<file path="config.mk">
export PLATFORM = sky130hd
export DESIGN_NAME = snake_body
export DESIGN_NICKNAME = d
export VERILOG_FILES = /design/src/rtl/snake_pkg.sv /design/src/rtl/snake_next_head.sv /design/src/rtl/snake_body.sv
export SDC_FILE = /design/constraint.sdc
export NUM_CORES = 2
export LEC_CHECK = 0
export CAP_MARGIN = 20
export CORE_AREA = 2 2 283 285
export DETAILED_ROUTE_END_ITERATION = 16
export DIE_AREA = 0 0 285 287
export GPL_TIMING_DRIVEN = 0
export PLACE_DENSITY_LB_ADDON = 0.1
export SYNTH_ARGS = -nofsm -noshare
export SYNTH_HDL_FRONTEND = slang
export SYNTH_SLANG_ARGS = --single-unit
</file>
<file path="constraint.sdc">
create_clock -name clk -period 56.4 [get_ports clk]
set_input_delay 8.46 -clock clk [delete_from_list [all_inputs] [get_ports clk]]
set_output_delay 8.46 -clock clk [all_outputs]
set_load 0.005 [all_outputs]
</file>
<file path="src/rtl/snake_pkg.sv">
// snake_pkg: shared types for the snake movement engine
//   direction    - steering encoding produced by the mouse stage
//   body_state_t - step sequencer states of snake_body
package snake_pkg;
    typedef enum logic [2:0] {STAY = 3'd0, UP = 3'd1, DOWN = 3'd2, LEFT = 3'd3, RIGHT = 3'd4} direction;
    typedef enum logic [2:0] {IDLE, MOVE, SCAN, COMMIT, DEAD} body_state_t;
endpackage

</file>
<file path="src/rtl/snake_next_head.sv">
// snake_next_head: one-cell toroidal step of a grid position
//   x, y   in  current cell
//   dir    in  step direction; any non-cardinal encoding holds position
//   nx, ny out wrapped neighbour cell
module snake_next_head
    import snake_pkg::*;
#(
    parameter int GRID_W = 32,
    parameter int GRID_H = 24,
    localparam int X_W = $clog2(GRID_W),
    localparam int Y_W = $clog2(GRID_H)
) (
    input  logic [X_W-1:0] x,
    input  logic [Y_W-1:0] y,
    input  direction       dir,
    output logic [X_W-1:0] nx,
    output logic [Y_W-1:0] ny
);
    localparam logic [X_W-1:0] X_MAX = X_W'(GRID_W - 1);
    localparam logic [Y_W-1:0] Y_MAX = Y_W'(GRID_H - 1);
    localparam logic [X_W-1:0] X_ONE = X_W'(1);
    localparam logic [Y_W-1:0] Y_ONE = Y_W'(1);
    always_comb begin
        nx = dir == LEFT ? (x == '0 ? X_MAX : x - X_ONE) : dir == RIGHT ? (x == X_MAX ? '0 : x + X_ONE) : x;
        ny = dir == UP ? (y == '0 ? Y_MAX : y - Y_ONE) : dir == DOWN ? (y == Y_MAX ? '0 : y + Y_ONE) : y;
    end
endmodule

</file>
<file path="src/rtl/snake_body.sv">
// snake_body: game-tick movement engine with circular body buffer and self-collision detection
//   clk, rst           clock and asynchronous active-high reset
//   clk_divided        game tick clock, rising edge detected in the clk domain
//   dir                steering input, latched on the tick
//   grow               pulse requesting one extra segment on the next step
//   seg_idx            read index (0 = head) -> seg_x, seg_y, seg_valid
//   head_x, head_y     current head cell
//   length             current segment count
//   alive              cleared (sticky) on self-collision
//   step_done          one-cycle pulse when a step has been committed
module snake_body
    import snake_pkg::*;
#(
    parameter int GRID_W    = 32,
    parameter int GRID_H    = 24,
    parameter int MAX_LEN   = 64,
    parameter int START_X   = 16,
    parameter int START_Y   = 12,
    parameter int START_LEN = 3,
    localparam int X_W = $clog2(GRID_W),
    localparam int Y_W = $clog2(GRID_H),
    localparam int P_W = $clog2(MAX_LEN),
    localparam int L_W = $clog2(MAX_LEN + 1)
) (
    input  logic           clk,
    input  logic           rst,
    input  logic           clk_divided,
    input  direction       dir,
    input  logic           grow,
    input  logic [P_W-1:0] seg_idx,
    output logic [X_W-1:0] seg_x,
    output logic [Y_W-1:0] seg_y,
    output logic           seg_valid,
    output logic [X_W-1:0] head_x,
    output logic [Y_W-1:0] head_y,
    output logic [L_W-1:0] length,
    output logic           alive,
    output logic           step_done
);
    localparam logic [L_W-1:0] L_ONE = L_W'(1);
    logic [X_W-1:0] body_x [MAX_LEN];
    logic [Y_W-1:0] body_y [MAX_LEN];
    body_state_t    state;
    direction       dir_q;
    logic [P_W-1:0] head_ptr, ptr_nxt, scan_idx, seg_ptr;
    logic [L_W-1:0] scan_len, cnt;
    logic [X_W-1:0] nxt_x, step_x;
    logic [Y_W-1:0] nxt_y, step_y;
    logic           clk_div_prev, grow_pend, tick, hit;

    snake_next_head #(.GRID_W(GRID_W), .GRID_H(GRID_H)) u_next (
        .x  (head_x),
        .y  (head_y),
        .dir(dir_q),
        .nx (step_x),
        .ny (step_y)
    );

    assign tick      = !clk_div_prev && clk_divided;
    assign ptr_nxt   = head_ptr + P_W'(1);
    // Walk backwards from the head; pointer arithmetic wraps mod MAX_LEN.
    assign scan_idx  = head_ptr - P_W'(cnt);
    assign seg_ptr   = head_ptr - seg_idx;
    assign hit       = nxt_x == body_x[scan_idx] && nxt_y == body_y[scan_idx];
    assign seg_x     = body_x[seg_ptr];
    assign seg_y     = body_y[seg_ptr];
    assign seg_valid = L_W'(seg_idx) < length;
    assign head_x    = body_x[head_ptr];
    assign head_y    = body_y[head_ptr];

    always_ff @(posedge clk or posedge rst) begin
        if (rst) begin
            // Body image: head at START_Y, remaining segments trail downward.
            for (int i = 0; i < MAX_LEN; i++) begin
                body_x[i] <= i < START_LEN ? X_W'(START_X) : '0;
                body_y[i] <= i < START_LEN ? Y_W'(START_Y + START_LEN - 1 - i) : '0;
            end
            head_ptr     <= P_W'(START_LEN - 1);
            length       <= L_W'(START_LEN);
            alive        <= 1'b1;
            step_done    <= 1'b0;
            grow_pend    <= 1'b0;
            state        <= IDLE;
            dir_q        <= UP;
            clk_div_prev <= 1'b0;
            nxt_x        <= '0;
            nxt_y        <= '0;
            scan_len     <= '0;
            cnt          <= '0;
        end else begin
            clk_div_prev <= clk_divided;
            step_done    <= 1'b0;
            if (grow) grow_pend <= 1'b1;
            case (state)
                IDLE: if (tick) begin
                    dir_q <= dir;
                    state <= MOVE;
                end
                MOVE: begin
                    nxt_x    <= step_x;
                    nxt_y    <= step_y;
                    // Without growth the tail cell is vacated, so it is not scanned.
                    scan_len <= grow_pend ? length : length - L_ONE;
                    cnt      <= '0;
                    state    <= SCAN;
                end
                SCAN: if (hit) begin
                    alive <= 1'b0;
                    state <= DEAD;
                end else if (cnt == scan_len - L_ONE) begin
                    state <= COMMIT;
                end else begin
                    cnt <= cnt + L_ONE;
                end
                COMMIT: begin
                    head_ptr         <= ptr_nxt;
                    body_x[ptr_nxt]  <= nxt_x;
                    body_y[ptr_nxt]  <= nxt_y;
                    if (grow_pend && length < L_W'(MAX_LEN)) length <= length + L_ONE;
                    grow_pend        <= 1'b0;
                    step_done        <= 1'b1;
                    state            <= IDLE;
                end
                default: state <= DEAD;
            endcase
        end
    end
endmodule

</file>
==> results.md <==
* Outcome: finished clean
* P per Cell Area at 22.8 nW/µm²
* WS Path Type: primary input to output pin
* Initial antenna violation count at 11
* Final wirelength at 189000 µm
* Leading area contributor after synthesis: dfrtp_1
* Initial drt markers at 5039
* Synth top area cells: dfrtp_1, mux4_2, mux2_2
* Syn-to-layout area delta at 14.3%
* Die H at 287 µm
* Slew @ Worst Pin at 1.30 ns
* Post-CTS sizing at 0
* Peak Freq at 42.4 MHz
* Hold Crit Class: register to register
* Hold path depth at 1
* Skew final at 0.0278 ns
* CTS Buf Count at 79
* Drt drc at 0
* RSZ-0062 raised after global routing: no
* XOR/XNOR Fraction of Synth Area at 1.08%
* Netlist cell types at 74
* Count leader, synth: dfrtp_1
* Count of input and output buffers at 42
* Max layer used: met5
* Fill cells at 5805
* Slowest stage delay, CP at 0.83 ns
* Crit path cell chain: clkdlybuf4s50_1 -> ha_1 -> inv_1 -> fa_1 -> clkbuf_1 -> buf_1 -> clkbuf_1 -> clkbuf_1 -> mux4_2 -> mux4_2 -> mux2i_1 -> a21oi_1 -> clkdlybuf4s50_1
* Final net count at 3252
* CTS tree: yes
* Placer Congestion at 1.06
* CORE AREA at 78600 µm²
* Area of the mapped netlist at 42900 µm²
* Crit path time final at 23.57 ns
* Post-route clock period utilization at 41.8%
* Fraction of layout cells with a size suffix above 1 at 45.7%
* Clock tree root buffer cell: clkbuf_16
* Die width at 285 µm
* Mux share of post-synthesis cell area at 46.1%
* Clock Power Share at 50.6%
* Worst Path Arrival at 15.11 ns
* Vias in the first global route at 33594
* Detail Route met3 WL at 31600 µm
* R2r startpoint: head_ptr[1]
* Final HPWL DP at 137000 µm
* Compound-Gate Fraction of Synth Area at 3.67%
* Detailed-route wire length per cell at 43.7 µm
* Synth Area in Simple Gates at 4.90%
* Main flop type after synthesis: dfrtp_1
* Hold_ws at 0.504 ns
* Crit path required time at 47.94 ns
* P_int at 0.850 mW
* Setup bufs post-CTS at 0
* Hold EP: alive
* Post-route ant nets at 0
* Synthesized Nets at 3040
* Worst reg2reg setup slack at 46.86 ns
* CTS HTree Levels at 3
* Clock Sinks at 687
* Clk Latency, worst-skew pair at 0.67 ns
* Max Cap Viol at 0
* Beginning of the worst hold path: alive
* CP most frequent cell: clkbuf_1
* IO Pins at 43
* First-pass GRT wire length at 261000 µm
* # setup viols final at 0
* Clock Pin Slew Worst Setup and Hold Paths at 0.05 ns
* Drt first pass iters at 9
* # hold bufs at CTS at 0
* Max Slew Vio Count at 0
* Reg power frac at 44.2%
* DRT met1 WL at 62000 µm
* Mapped Cells at 2998
* Ys Warns at 0
* Seq cells post-synth at 687
* CP max FO at 10
* LEAKAGE at 20.9 nW
* CP Capture Type: output pin
* Die area at 81800 µm²
* Clock Tree Buf Depth at 3
* Worst vdd ir at 21.3 µV
* R2R Path End: cnt[3]
* Sw Share at 23.9%
* Ys async rst share at 100%
* Largest net degree at the start of global routing at 130
* Grt total ovfl at 0
* Final Hold Viols at 0
* Rel. slew slack at 13.3%
* Post-synthesis sequential area ratio at 40.1%
* Total power at 1.12 mW
* Setup TNS at 0 ns
* Synth top area share at 39.1%
* Combinational power share at 5.2%
* EDFF count, synth at 0
* Wire length on met2 at 76700 µm
* Via Count at 34025
* Critical path's slowest cell: buf_1
* Via-per-instance ratio at 7.85
* Post-synth top cells: dfrtp_1, mux4_2, mux2_2
* Rows at 103
* Worst path bufs/invs at 7
* P_sw at 0.266 mW
* Crit path max-delay family: buffers and inverters
* Largest family of logic cells by synthesized area: multiplexers
* Total Routing Usage GR at 46.8%
* Crit path launch type: primary input
* Syn avg cell area at 14.3 µm²
* Path depth of the worst reg2reg path at 19
* Post-synthesis adder-cell area fraction at 0.881%
* Initial Util at 54.6%
[layout make-up]
cell class              instances  area, µm²  area share [%]
clock buffers                 115       2390            4.87
clock inverters                26        399           0.814
plain buffers                 291       1270            2.58
repair buffers                131       1930            3.93
inverters                      34        135           0.276
flip-flops and latches        687      17200            35.1
well taps                    1050       1310            2.68
diodes                         13       32.5          0.0663
multi-input cells            1986      24400            49.7
[sequential cells by signal, summed over array words and instances (netlist names), 3 cells and up]
signal and count:
nxt_x 5, scan_len 7, state 3, length 7
dir_q 3, nxt_y 5, body_x 320, body_y 320
cnt 7, head_ptr 6
[kinds of logic after synthesis]
logic type | count (synthesis)
mux | 1189
flops | 687
simple gates | 462
buf+inv | 325
compound gates | 254
xor+xnor | 52
fa+ha+maj | 29
[power by group through the flow]
stage	Clock [mW]	Sequential, mW	Combinational, mW
after floorplan	0	0.503	0.0282
after global placement	0	0.503	0.0489
after detailed placement	0	0.502	0.0554
after CTS	0.562	0.494	0.0555
after global routing	0.582	0.493	0.0588
final	0.565	0.494	0.0576
[cell usage in the layout (no fill, tap or decap), drive strengths merged, types with 15 or more instances in the layout]
| cell | count |
|---|---|
| dfstp | 16 |
| mux2i | 44 |
| clkdlybuf4s50 | 42 |
| a21oi | 33 |
| o21ai | 119 |
| ha | 27 |
| nor2b | 15 |
| inv | 35 |
| clkinv | 15 |
| a211oi | 26 |
| xnor2 | 37 |
| nand4 | 15 |
| mux2 | 572 |
| nand3 | 29 |
| mux4 | 573 |
| clkbuf | 308 |
| buf | 187 |
| dfrtp | 671 |
| nand2 | 239 |
| nor2 | 80 |
| xor2 | 15 |
[worst max path at each step]
stage | from | endpoint | slack [ns] | cells after the start
after detailed placement | seg_idx[0] | seg_y[0] | 32.76 | 13
after global placement | rst | scan_len[0] | 21.21 | 2
after global routing | seg_idx[0] | seg_y[0] | 32.93 | 13
after CTS | seg_idx[0] | seg_y[0] | 32.74 | 13
final | seg_idx[0] | seg_y[0] | 32.83 | 13
after floorplan | rst | body_x[0] | 28.70 | 1
[stage by stage]
step	instances	setup slack (ns)	area (µm²)	utilization [%]
finish	4333	32.83	49000	62.4
global route	4320	32.93	49000	62.3
CTS	4311	32.74	48900	62.2
detailed placement	4170	32.76	46100	58.6
global placement	4090	21.21	44600	56.8
floorplan	2998	28.70	42900	-
[per-layer routing]
| metal | global-route usage, % | vias to the layer above |
|---|---|---|
| li1 | - | 12214 |
| met1 | 56.6 | 17460 |
| met3 | 23.6 | 962 |
| met5 | 0 | - |
| met2 | 63.8 | 3383 |
| met4 | 35.9 | 6 |
Note: power is estimated with default switching activity, not from simulation.
